[config.mk]
export PLATFORM = sky130hd
export DESIGN_NAME = dct_transpose_pingpong_flat
export DESIGN_NICKNAME = d
export VERILOG_FILES = /design/src/rtl/dct_pkg.sv /design/src/rtl/dct_transpose_pingpong_if.sv /design/src/rtl/dct_tp_bank.sv /design/src/rtl/dct_transpose_pingpong.sv /design/src/flat_wrapper.sv
export SDC_FILE = /design/constraint.sdc
export NUM_CORES = 1
export LEC_CHECK = 0
export ABC_AREA = 0
export BUFFER_PORTS_ARGS = -buffer_cell sky130_fd_sc_hd__buf_2
export CAP_MARGIN = 30
export CORE_ASPECT_RATIO = 1.4
export CORE_MARGIN = 4
export CORE_UTILIZATION = 60
export CTS_BUF_LIST = sky130_fd_sc_hd__clkbuf_16
export DETAILED_ROUTE_END_ITERATION = 7
export PLACE_DENSITY = 0.81
export REMOVE_ABC_BUFFERS = 1
export SYNTH_ARGS = -nofsm -noshare
export SYNTH_HDL_FRONTEND = slang
export SYNTH_SLANG_ARGS = --single-unit
[constraint.sdc]
create_clock -name clk -period 9.3 [get_ports clk]
set_input_delay 2.79 -clock clk [delete_from_list [all_inputs] [get_ports clk]]
set_output_delay 2.79 -clock clk [all_outputs]
set_load 0.03 [all_outputs]
[src/rtl/dct_pkg.sv]
// Shared definitions for the DCT pipeline stages: approximation modes and
// the low-bit truncation helper used wherever a stage supports approx mode.
package dct_pkg;

  typedef enum logic [1:0] {
    AX_EXACT = 2'b00,
    AX_LO    = 2'b01,
    AX_HI    = 2'b10,
    AX_HI2   = 2'b11
  } approx_mode_t;

  localparam int DCT_MAX_W = 32;

  // Clearing LSBs of a two's-complement value rounds toward minus infinity;
  // callers zero-extend into DCT_MAX_W and keep their own low W bits.
  function automatic logic [DCT_MAX_W-1:0] dct_approx(
    input logic [DCT_MAX_W-1:0] value,
    input approx_mode_t         mode,
    input int                   lo_bits,
    input int                   hi_bits
  );
    logic [DCT_MAX_W-1:0] mask;
    case (mode)
      AX_EXACT: mask = '1;
      AX_LO:    mask = ~((DCT_MAX_W'(1) << lo_bits) - DCT_MAX_W'(1));
      default:  mask = ~((DCT_MAX_W'(1) << hi_bits) - DCT_MAX_W'(1));
    endcase
    return value & mask;
  endfunction

endpackage

[src/rtl/dct_transpose_pingpong_if.sv]
// Row-in / column-out handshake bundle of the ping-pong transpose stage.
interface dct_transpose_pingpong_if #(
  parameter int N = 8,
  parameter int W = 12
);
  logic                in_valid;
  logic                in_ready;
  logic [N-1:0][W-1:0] in_row;
  logic [1:0]          in_approx;
  logic                out_valid;
  logic                out_ready;
  logic [N-1:0][W-1:0] out_col;
  logic                out_last;
  logic                blk_done;

  modport master (
    output in_valid, in_row, in_approx, out_ready,
    input  in_ready, out_valid, out_col, out_last, blk_done
  );

  modport slave (
    input  in_valid, in_row, in_approx, out_ready,
    output in_ready, out_valid, out_col, out_last, blk_done
  );
endinterface

[src/rtl/dct_tp_bank.sv]
// One NxN sample bank: row-wide write port, column read mux with
// per-block approximation applied on the way out.
module dct_tp_bank
  import dct_pkg::*;
#(
  parameter int N         = 8,
  parameter int W         = 12,
  parameter int APPROX_LO = 2,
  parameter int APPROX_HI = 4
) (
  input  logic                   clk,
  input  logic                   rst,
  input  logic                   wr_en,
  input  logic [$clog2(N)-1:0]   wr_row,
  input  logic [N-1:0][W-1:0]    wr_data,
  input  logic                   mode_en,
  input  approx_mode_t           mode_in,
  input  logic [$clog2(N)-1:0]   rd_col,
  output logic [N-1:0][W-1:0]    rd_data
);

  logic [N-1:0][N-1:0][W-1:0] mem;
  approx_mode_t               mode;
  logic [DCT_MAX_W-1:0]       approx_val;

  always_ff @(posedge clk) begin
    if (wr_en) mem[wr_row] <= wr_data;
  end

  always_ff @(posedge clk or posedge rst) begin
    if (rst)          mode <= AX_EXACT;
    else if (mode_en) mode <= mode_in;
  end

  always_comb begin
    rd_data    = '0;
    approx_val = '0;
    for (int r = 0; r < N; r++) begin
      approx_val = dct_approx(DCT_MAX_W'(mem[r][rd_col]), mode, APPROX_LO, APPROX_HI);
      rd_data[r] = approx_val[W-1:0];
    end
  end

endmodule

[src/rtl/dct_transpose_pingpong.sv]
// Double-buffered transpose: rows are written into one bank while the
// other bank is read out column by column.
module dct_transpose_pingpong
  import dct_pkg::*;
#(
  parameter int N         = 8,
  parameter int W         = 12,
  parameter int APPROX_LO = 2,
  parameter int APPROX_HI = 4
) (
  input  logic                      clk,
  input  logic                      rst,
  dct_transpose_pingpong_if.slave   bus
);

  localparam int            RW   = $clog2(N);
  localparam logic [RW-1:0] LAST = RW'(N - 1);

  logic [1:0]    full, full_next;
  logic          wr_bank, wr_bank_next;
  logic          rd_bank, rd_bank_next;
  logic [RW-1:0] wr_row, wr_row_next;
  logic [RW-1:0] rd_col, rd_col_next;
  logic          blk_done_q, blk_done_next;

  logic          in_ready, out_valid, out_last, wr_fire, rd_fire;
  logic [1:0]    wr_en, mode_en;
  logic [1:0][N-1:0][W-1:0] bank_col;

  always_ff @(posedge clk or posedge rst) begin
    if (rst) begin
      full       <= 2'b00;
      wr_bank    <= 1'b0;
      rd_bank    <= 1'b0;
      wr_row     <= '0;
      rd_col     <= '0;
      blk_done_q <= 1'b0;
    end else begin
      full       <= full_next;
      wr_bank    <= wr_bank_next;
      rd_bank    <= rd_bank_next;
      wr_row     <= wr_row_next;
      rd_col     <= rd_col_next;
      blk_done_q <= blk_done_next;
    end
  end

  // Write and read sides only ever touch different banks, so a bank being
  // filled and the other being released in one cycle both take effect.
  always_comb begin
    full_next     = full;
    wr_bank_next  = wr_bank;
    rd_bank_next  = rd_bank;
    wr_row_next   = wr_row;
    rd_col_next   = rd_col;
    blk_done_next = 1'b0;
    if (wr_fire) begin
      if (wr_row == LAST) begin
        full_next[wr_bank] = 1'b1;
        wr_bank_next       = ~wr_bank;
        wr_row_next        = '0;
      end else begin
        wr_row_next = wr_row + RW'(1);
      end
    end
    if (rd_fire) begin
      if (rd_col == LAST) begin
        full_next[rd_bank] = 1'b0;
        rd_bank_next       = ~rd_bank;
        rd_col_next        = '0;
        blk_done_next      = 1'b1;
      end else begin
        rd_col_next = rd_col + RW'(1);
      end
    end
  end

  always_comb begin
    in_ready = !full[wr_bank] && !rst;
    out_valid = full[rd_bank];
    out_last = out_valid && (rd_col == LAST);
    wr_fire = bus.in_valid && in_ready;
    rd_fire = out_valid && bus.out_ready;
    wr_en = 2'b00;
    mode_en = 2'b00;
    wr_en[wr_bank] = wr_fire;
    mode_en[wr_bank] = wr_fire && (wr_row == '0);
  end

  for (genvar b = 0; b < 2; b++) begin : g_bank
    dct_tp_bank #(
      .N(N), .W(W), .APPROX_LO(APPROX_LO), .APPROX_HI(APPROX_HI)
    ) u_bank (
      .clk     (clk),
      .rst     (rst),
      .wr_en   (wr_en[b]),
      .wr_row  (wr_row),
      .wr_data (bus.in_row),
      .mode_en (mode_en[b]),
      .mode_in (approx_mode_t'(bus.in_approx)),
      .rd_col  (rd_col),
      .rd_data (bank_col[b])
    );
  end

  assign bus.in_ready  = in_ready;
  assign bus.out_valid = out_valid;
  assign bus.out_last  = out_last;
  assign bus.out_col   = bank_col[rd_bank];
  assign bus.blk_done  = blk_done_q;

endmodule

[src/flat_wrapper.sv]
// flat-port wrapper written by rule: the top's interface ports become plain ports
module dct_transpose_pingpong_flat import dct_pkg::*;
#(
  parameter int N         = 8,
  parameter int W         = 12,
  parameter int APPROX_LO = 2,
  parameter int APPROX_HI = 4
)
  (clk, rst, bus_in_valid, bus_in_row, bus_in_approx, bus_out_ready, bus_in_ready, bus_out_valid, bus_out_col, bus_out_last, bus_blk_done);
  dct_transpose_pingpong_if #(.N(N), .W(W)) bus_i ();
  input  logic clk;
  input  logic rst;
  input wire logic [$bits(bus_i.in_valid)-1:0] bus_in_valid;
  input wire logic [$bits(bus_i.in_row)-1:0] bus_in_row;
  input wire logic [$bits(bus_i.in_approx)-1:0] bus_in_approx;
  input wire logic [$bits(bus_i.out_ready)-1:0] bus_out_ready;
  output wire logic [$bits(bus_i.in_ready)-1:0] bus_in_ready;
  output wire logic [$bits(bus_i.out_valid)-1:0] bus_out_valid;
  output wire logic [$bits(bus_i.out_col)-1:0] bus_out_col;
  output wire logic [$bits(bus_i.out_last)-1:0] bus_out_last;
  output wire logic [$bits(bus_i.blk_done)-1:0] bus_blk_done;
  assign bus_i.in_valid = bus_in_valid;
  assign bus_i.in_row = bus_in_row;
  assign bus_i.in_approx = bus_in_approx;
  assign bus_i.out_ready = bus_out_ready;
  assign bus_in_ready = bus_i.in_ready;
  assign bus_out_valid = bus_i.out_valid;
  assign bus_out_col = bus_i.out_col;
  assign bus_out_last = bus_i.out_last;
  assign bus_blk_done = bus_i.blk_done;
  dct_transpose_pingpong #(.N(N), .W(W), .APPROX_LO(APPROX_LO), .APPROX_HI(APPROX_HI)) u_core (.clk(clk), .rst(rst), .bus(bus_i));
endmodule
==> reports/results.txt, run 1 <==
The flow ran to the end, and the final reports show no timing, DRC or antenna violations. The worst setup path is of the flip-flop to output port kind. The run gives 12000 sq um as the multi-input combinational cell area. The sequential area share after synthesis was 0.787. The largest incremental delay on the critical path came out at 0.88 ns. The internal portion of the total power is 13.4 mW.

The number of buffer and inverter stages on the critical path was 2. For the pin with the worst max-slew slack, the measured transition is 1.05 ns. The final routed wire length divided by cell count came out at 34.0 um.

Buffers inserted to repair hold after CTS numbered 0. The logs give 0.283 for the part of the total power dissipated in combinational logic and 98000 sq um for the core outline area. The signal on the critical path passes through buf_12 > mux4_2 > and2_1 > a211oi_1 > a21oi_1 > buf_2.

After detailed routing, the number of vias per cell comes to 6.90. The portion of synthesized cell area occupied by the leading cell type is 0.780, and the placed cell area is 61700 sq um. Top cell family by delay on the critical path: flip-flops. The analysis attributes to net switching a power of 5.98 mW. The worst setup path is launched from a flip-flop. Fill cells in the final layout number 5650. The tightest slew margin relative to the limit came out at 0.301. The fmax was 145 MHz; the count of H-tree levels built during CTS was 4.

Data on the critical path is required at its endpoint by 6.51 ns. The global-route total usage across every layer is 0.280. The run gives 143 mm as the total wirelength of the detailed-routed design. Mean area per synthesized cell: 23.3 sq um.

The tool flagged a number of max-cap violations equal to 0. The cell area power density works out to 292 nW/um^2. TritonCTS built the clock tree. The run gives 4163 as the starting DRC count in detailed routing.

The floorplan step defined a die boundary enclosing 104000 sq um. For this run, the post-layout net count is 2894. The path class of the tightest hold or removal check is flip-flop to flip-flop.

The hold violation total from the final report is 0, and the buffer levels on the longest clock path is 3. The category of the worst setup path capture point is an output port. The count of buffers from port buffering came out at 201. The residual antenna-violating net count after detailed routing is 0, and the minimum setup slack among reg-to-reg paths is 6.02 ns.

The shortest period the worst path allows was 6.92 ns. The initial antenna violation count was 13; the clock transition time at the flip-flop clock pins of the worst setup and hold paths was 0.06 ns. The count of cell instances traversed by the critical path is 6. The root cell of the clock tree was sky130_fd_sc_hd__clkbuf_16. In this run the count of I/O pins placed on the die edge is 202. In the post-synthesis netlist, the biggest area contributors are sky130_fd_sc_hd__edfxtp_1, sky130_fd_sc_hd__mux4_2, sky130_fd_sc_hd__mux2i_1.

STA puts the critical path data arrival time at 4.13 ns. Clock skew on the completed layout was measured at 0.0343 ns. The number of global-route vias before repair is 29.7k, and the clock latency at the later pin of the worst-skew pair is 0.77 ns. For the wire length of the first global-routing pass, the log shows 209 mm. The layout cell share with drive strength beyond 1 was 0.299. The initial cell density of the core was 0.603; the period utilization was 0.744. Counting the buffers created by CTS gives 134.

Summing all non-filler instances in the final layout gives an area of 66200 sq um. Once detailed placement completed, the half-perimeter wirelength came to 70.0 mm. In this run, post-CTS repair resized a total of 0 instances. The worst reg-to-reg path cell count was 5.

Yosys printed 0 warnings. The tools report the capture point of the worst path as bus_out_col[17]. The maximum net fanout on the critical path was 98; the portion of total power attributed to the clock network was 0.292. The tree built by TritonCTS fans out to 1551 sinks.

On the critical path, the stage with the largest delay is an instance of sky130_fd_sc_hd__dfrtp_4. The top cell types in the final layout, fill and taps aside, are sky130_fd_sc_hd__edfxtp_1, sky130_fd_sc_hd__mux4_2, sky130_fd_sc_hd__buf_2. The timing startpoint of the critical path is u_core.rd_col[0]. The worst register-to-register path begins at u_core.full[0].

The netlist uses 31 different library cells. VDD sags by at most 0.257 mV. The cell count after synthesis is 2532, and the floorplan row count is 136. At the end of routability-driven placement, the weighted congestion stood at 0.751.

Adding up every negative setup slack in the final design gives 0 ns. For this run, design rule violations remaining after detail routing come to 0. The growth of design area from synthesis to finish is 12.0%.

Setup repair after global routing left no endpoint under its margin. In the final layout, flip-flops and latches occupy 46500 sq um. The net switching fraction of the power came out at 0.309. The routed layout has 29.1k vias. The iteration count of the initial detailed-routing pass was 7.

The analysis attributes to cell leakage a power of 21.0 nW. The number of placed cells counting well taps came out at 3956. The run gives 0 as the total congestion overflow. Post-CTS timing repair inserted 0 buffers for setup.

The tools report the synthesized cell area as 59100 sq um. The max-slew violation count is 0. Entering global routing, the biggest net connects 130 pins. Counting flops and latches in the post-synthesis netlist gives 1551. The register share of total power came out at 0.426. The die is 273 um wide. The endpoint identified for the worst register-to-register timing path is u_core.g_bank[0].u_bank.mem[289].

The die is 379 um tall. The number of standard cells in the layout, taps in and fillers out is 4212. Most common cell after layout, fill and taps aside: sky130_fd_sc_hd__edfxtp_1. Setup violations remaining at the end of the flow were counted as 0.

Cell accounting for the most synthesized area: sky130_fd_sc_hd__edfxtp_1.
layout make-up:
cell class,count,share of cell area
sequential,1551,0.702
multi-input combinational,837,0.181
clock buffer,140,0.0529
timing repair buffer,258,0.0252
tap,1311,0.0248
clock inverter,103,0.0135
inverter,5,0.000283
antenna,7,0.000265
per-stage QoR:
step | worst slack (ns) | utilization | hold WS, ns | total power [mW]
finish | 2.38 | 0.676 | 0.535 | 19.4
global route | 2.26 | 0.676 | 0.554 | 20.0
CTS | 2.39 | 0.674 | 0.534 | 19.4
detailed placement | 2.72 | 0.629 | 0.521 | 13.7
global placement | 2.77 | 0.628 | 0.510 | 13.5
floorplan | -11.05 | - | 0.480 | 13.2
routing by layer:
metal	vias up	share of wire	track usage
met5	-	0.00024	0
met4	6	0.035	0.0996
met3	289	0.094	0.0538
met2	2161	0.52	0.470
met1	15300	0.35	0.374
li1	11300	-	-
flip-flops by register name, indices dropped and copies added, names as in the netlist:
register	cells
u_core.bus.blk_done	1
u_core.full	2
u_core.g_bank.u_bank.mem	1536
u_core.g_bank.u_bank.mode	4
u_core.rd_bank	1
u_core.rd_col	3
u_core.wr_bank	1
u_core.wr_row	3
cells in the mapped netlist:
cell	number
sky130_fd_sc_hd__clkbuf_1	54
sky130_fd_sc_hd__nand4_1	16
sky130_fd_sc_hd__a21oi_1	27
sky130_fd_sc_hd__nand3_1	39
sky130_fd_sc_hd__nor3b_1	1
sky130_fd_sc_hd__mux2i_1	121
sky130_fd_sc_hd__o21ai_0	3
sky130_fd_sc_hd__nor3_1	6
sky130_fd_sc_hd__nor2_1	14
sky130_fd_sc_hd__mux2_2	8
sky130_fd_sc_hd__buf_1	10
sky130_fd_sc_hd__buf_6	12
sky130_fd_sc_hd__mux4_2	376
sky130_fd_sc_hd__nand2b_1	2
sky130_fd_sc_hd__a31oi_1	1
sky130_fd_sc_hd__o211ai_1	18
sky130_fd_sc_hd__inv_1	5
sky130_fd_sc_hd__a211oi_1	24
sky130_fd_sc_hd__buf_4	25
sky130_fd_sc_hd__nor2b_1	5
sky130_fd_sc_hd__o211ai_2	14
sky130_fd_sc_hd__a22oi_1	48
sky130_fd_sc_hd__a32oi_1	16
sky130_fd_sc_hd__and2_1	28
sky130_fd_sc_hd__nand2_1	61
sky130_fd_sc_hd__buf_2	38
sky130_fd_sc_hd__dfrtp_1	15
sky130_fd_sc_hd__edfxtp_1	1536
sky130_fd_sc_hd__and3_1	2
sky130_fd_sc_hd__or3_1	2
sky130_fd_sc_hd__ha_1	5
worst min-delay path by stage:
stage                                               start                              end  slack, ns  depth (start not counted)
after floorplan           u_core.g_bank[1].u_bank.mode[0]  u_core.g_bank[1].u_bank.mode[0]       0.48                          1
after global placement    u_core.g_bank[1].u_bank.mode[1]  u_core.g_bank[1].u_bank.mode[1]       0.51                          1
after detailed placement  u_core.g_bank[1].u_bank.mode[0]  u_core.g_bank[1].u_bank.mode[0]       0.52                          1
after CTS                 u_core.g_bank[1].u_bank.mode[0]  u_core.g_bank[1].u_bank.mode[0]       0.53                          1
after global routing      u_core.g_bank[1].u_bank.mode[0]  u_core.g_bank[1].u_bank.mode[0]       0.55                          1
final                                      u_core.full[1]                   u_core.full[1]       0.53                          1
power by group through the flow:
stage	Clock (mW)	Combinational (mW)	Sequential, mW
finish	5.65	5.47	8.24
global route	6.01	5.76	8.26
CTS	5.69	5.48	8.26
detailed placement	0	5.32	8.39
global placement	0	5.16	8.35
floorplan	0	4.45	8.79
logic make-up (layout without fill, tap and decap cells):
family | count (synthesis) | count (layout) | synth area share
fa+ha+maj | 5 | 5 | 0.00106
mux | 505 | 505 | 0.165
compound gates | 151 | 151 | 0.0194
flops | 1551 | 1551 | 0.787
buf+inv | 144 | 506 | 0.0131
simple gates | 176 | 176 | 0.0145
other cells | 0 | 7 | 0
No activity file was read; power rests on OpenSTA's default activity.
==> run 2, diff against run 1 <==
- clock period: 9.3 -> 6.5 ns (I/O delays scaled with it)
==> run 2 against run 1 <==
- sequential power increased by 43%
- die area unchanged
- combinational power up 43%
- register-to-register slack worse by 2.8 ns
- clock power rose by 44%
- clock skew is 0.014 ns lower
- clock-buffer cell count did not move
- cell area rose by 0.14%
- global-route usage fell by 0.30 points
- routed wire length shrank 0.61%
==> reports/results.txt, run 2 (synthesis results as in run 1) <==
The period utilization was 0.889. In this run the top signal layer used is met5. The initial antenna violation count was 13; the TritonCTS buffer count was 134. The startpoint type of the worst setup path is a flip-flop.

The final routed wire length divided by cell count came out at 33.8 um. Wire segments on met3 add up to 13.6 mm in the final route. Ranked by flip-flop count, first place goes to u_core.g_bank.u_bank.mem. The slowest cell on the critical path was sky130_fd_sc_hd__dfrtp_4.

Subtracting the final worst setup slack from the clock period gives 5.78 ns. The run gives 0.773 as the placer's final routability congestion estimate. Compared with the post-synthesis result, the final layout area differs by 12.2%. The top cell types in the final layout, fill and taps aside, are sky130_fd_sc_hd__edfxtp_1, sky130_fd_sc_hd__mux4_2, sky130_fd_sc_hd__buf_2. The tools report the clock latency at the later pin of the worst-skew pair as 0.75 ns. The run finished with clean final reports. Across the routed clock network, the largest skew measured is 0.0207 ns. For the area enclosed by the die boundary, the log shows 104000 sq um.

The largest registers in the layout are u_core.g_bank.u_bank.mem (1536), u_core.g_bank.u_bank.mode (4). The hold violation total from the final report came out at 0. Initial cell density of the core: 0.603.

Among cell families on the critical path, the largest total delay comes from multiplexers. For this design, the sink count on the clock tree is 1551. Of all nets on the critical path, the largest fanout is 39.

Counting both buffers and inverters, the worst setup path holds a total of 2. The number of fill cells in the layout is 5612, and the sequential cell area in the final layout is 46500 sq um. The clock passes through at most 3 buffers. In this run the worst hold path is classified as flip-flop to flip-flop.

The via density per instance is 6.91, and the total wirelength of the detailed-routed design is 142 mm. The die is 379 um tall. TritonCTS built the clock tree. The worst-case IR drop observed on VDD is 0.291 mV. Core outline area: 98000 sq um. After routing, the total negative slack on setup checks comes to 0 ns.

The count of buffers from port buffering is 201, and the layout cell share with drive strength beyond 1 is 0.305. The final layout contains 2895 nets. The worst setup path is captured at an output port. The worst setup path category was flip-flop to output port. The clock transition time at the flip-flop clock pins of the worst setup and hold paths was 0.07 ns.

For the starting DRC count in detailed routing, the log shows 4235. 202 I/O pins were placed. The run gives 61800 sq um as the placed cell area. The width of the die is 273 um, and the leakage power total is 21.0 nW. The multi-input combinational cell area came out at 12000 sq um.

Detailed routing placed a total of 74.1 mm of wire on met2. In this design, the stage delay of the slowest critical-path cell is 0.97 ns. For the number of global-route vias before repair, the log shows 29.9k. The detail route stage leaves a number of antenna-violating nets equal to 0.

The logs give 0.277 for the global-route total usage across every layer and 0 for the final count of negative-setup-slack endpoints. The most prevalent standard cell on the critical path was sky130_fd_sc_hd__mux4_2. Post-CTS setup repair buffer count: 0. The logs give 3.83 ns for the data arrival time of the worst path and 0 for the post-CTS resize count. The run gives 0 as the number of max-cap violations. The first global-routing pass estimated 207 mm of wire. The final cell area excluding filler cells is 66300 sq um, and the count of H-tree levels built during CTS is 4.

The run gives 0.677 as the final core area utilization. In this run the clock root is driven by a sky130_fd_sc_hd__clkbuf_16. The register with the most flip-flops in the layout has 1536 of them. The maximum number of pins on one net before global-route repair is 108.

The post-cts hold buffer count is 0. The total power after layout came out at 27.7 mW. Dividing total power by cell area gives a power density of 418 nW/um^2. For this run, the detailed router's first-pass iteration total came to 6. Setup repair after global routing left no endpoint under its margin. Across all hold checks on the routed design, the worst slack comes to 0.556 ns.

For this run, the top clock speed supported by timing is 173 MHz. For this block, the via count after detailed routing is 29.1k. The total overflow left after global routing is 0. The critical path goes through buf_4 > mux4_2 > mux4_2 > buf_2. The tools report the detailed-routing wirelength on met1 as 49.9 mm. The transition time at the pin with the least slew margin is 1.03 ns.

The max-slew violation count came out at 0. After legalization and detailed placement, the total HPWL measured 69.4 mm. The tools report the total DRC errors in the routed layout as 0.

For the critical path data required time, the log shows 4.55 ns. The library cell used most frequently in the layout, excluding fill and tap cells, is sky130_fd_sc_hd__edfxtp_1. For the floorplan row count, the log shows 136. For the tightest slew margin relative to the limit, the log shows 0.310.
==> run 2: changes by cell type in the layout (fill, tap and decap cells not counted), moves of 3 or more <==
cell | before | now
sky130_fd_sc_hd__inv_1 | 40 | 28
sky130_fd_sc_hd__clkinv_1 | 27 | 24
sky130_fd_sc_hd__buf_4 | 42 | 36
sky130_fd_sc_hd__buf_16 | 6 | 2
sky130_fd_sc_hd__clkinv_2 | 10 | 29
sky130_fd_sc_hd__buf_12 | 9 | 19
==> run 2: path summary, 6_finish.rpt <==
| kind | startpoint | endpoint | slack (ns) | depth (start not counted) |
|---|---|---|---|---|
| worst min-delay path | u_core.g_bank[1].u_bank.mode[0] | u_core.g_bank[1].u_bank.mode[0] | 0.56 | 1 |
| worst max-delay path | u_core.rd_col[0] | bus_out_col[47] | 0.72 | 4 |
| worst min register to register | u_core.g_bank[1].u_bank.mode[0] | u_core.g_bank[1].u_bank.mode[0] | 0.56 | 1 |
| worst max register to register | u_core.full[0] | u_core.g_bank[0].u_bank.mem[254] | 3.25 | 4 |
| max in group asynchronous | rst | u_core.rd_col[2] | 4.76 | 2 |
| min in group asynchronous | rst | u_core.bus.blk_done | 1.28 | 2 |
==> run 2: power breakdown <==
part / switching [mW] / internal (mW) / total [mW] / leakage (nW)
logic: 4.65 / 3.18 / 7.83 / 4.73
registers: 0.337 / 11.5 / 11.8 / 14.0
clock network: 3.58 / 4.52 / 8.11 / 2.27
total: 8.57 / 19.2 / 27.7 / 21.0
==> run 2: layer usage <==
metal,GRT usage,vias up
met5,0,-
met4,0.0980,6
met3,0.0537,306
met2,0.464,2136
met1,0.371,15400
li1,-,11300
==> run 2: worst reg2reg max path: stages, from the launching register on <==
cell and delay, ns:
sky130_fd_sc_hd__dfrtp_1 0.42, sky130_fd_sc_hd__nor3_1 0.56, sky130_fd_sc_hd__nand2_1 0.40, sky130_fd_sc_hd__nor2_4 0.82
sky130_fd_sc_hd__buf_4 0.64
==> run 2: cell type report <==
cell class	instances	share of cell area
clock inverters	107	0.0139
flip-flops and latches	1551	0.701
clock buffers	140	0.0528
inverters	5	0.000283
repair buffers	259	0.0260
diodes	6	0.000226
multi-input cells	837	0.180
well taps	1311	0.0247
==> run 2: metrics by stage <==
step	instances	setup slack (ns)
floorplan	2393	-13.01
global placement	3960	1.54
detailed placement	3960	1.45
CTS	4207	0.613
global route	4215	0.462
finish	4216	0.719
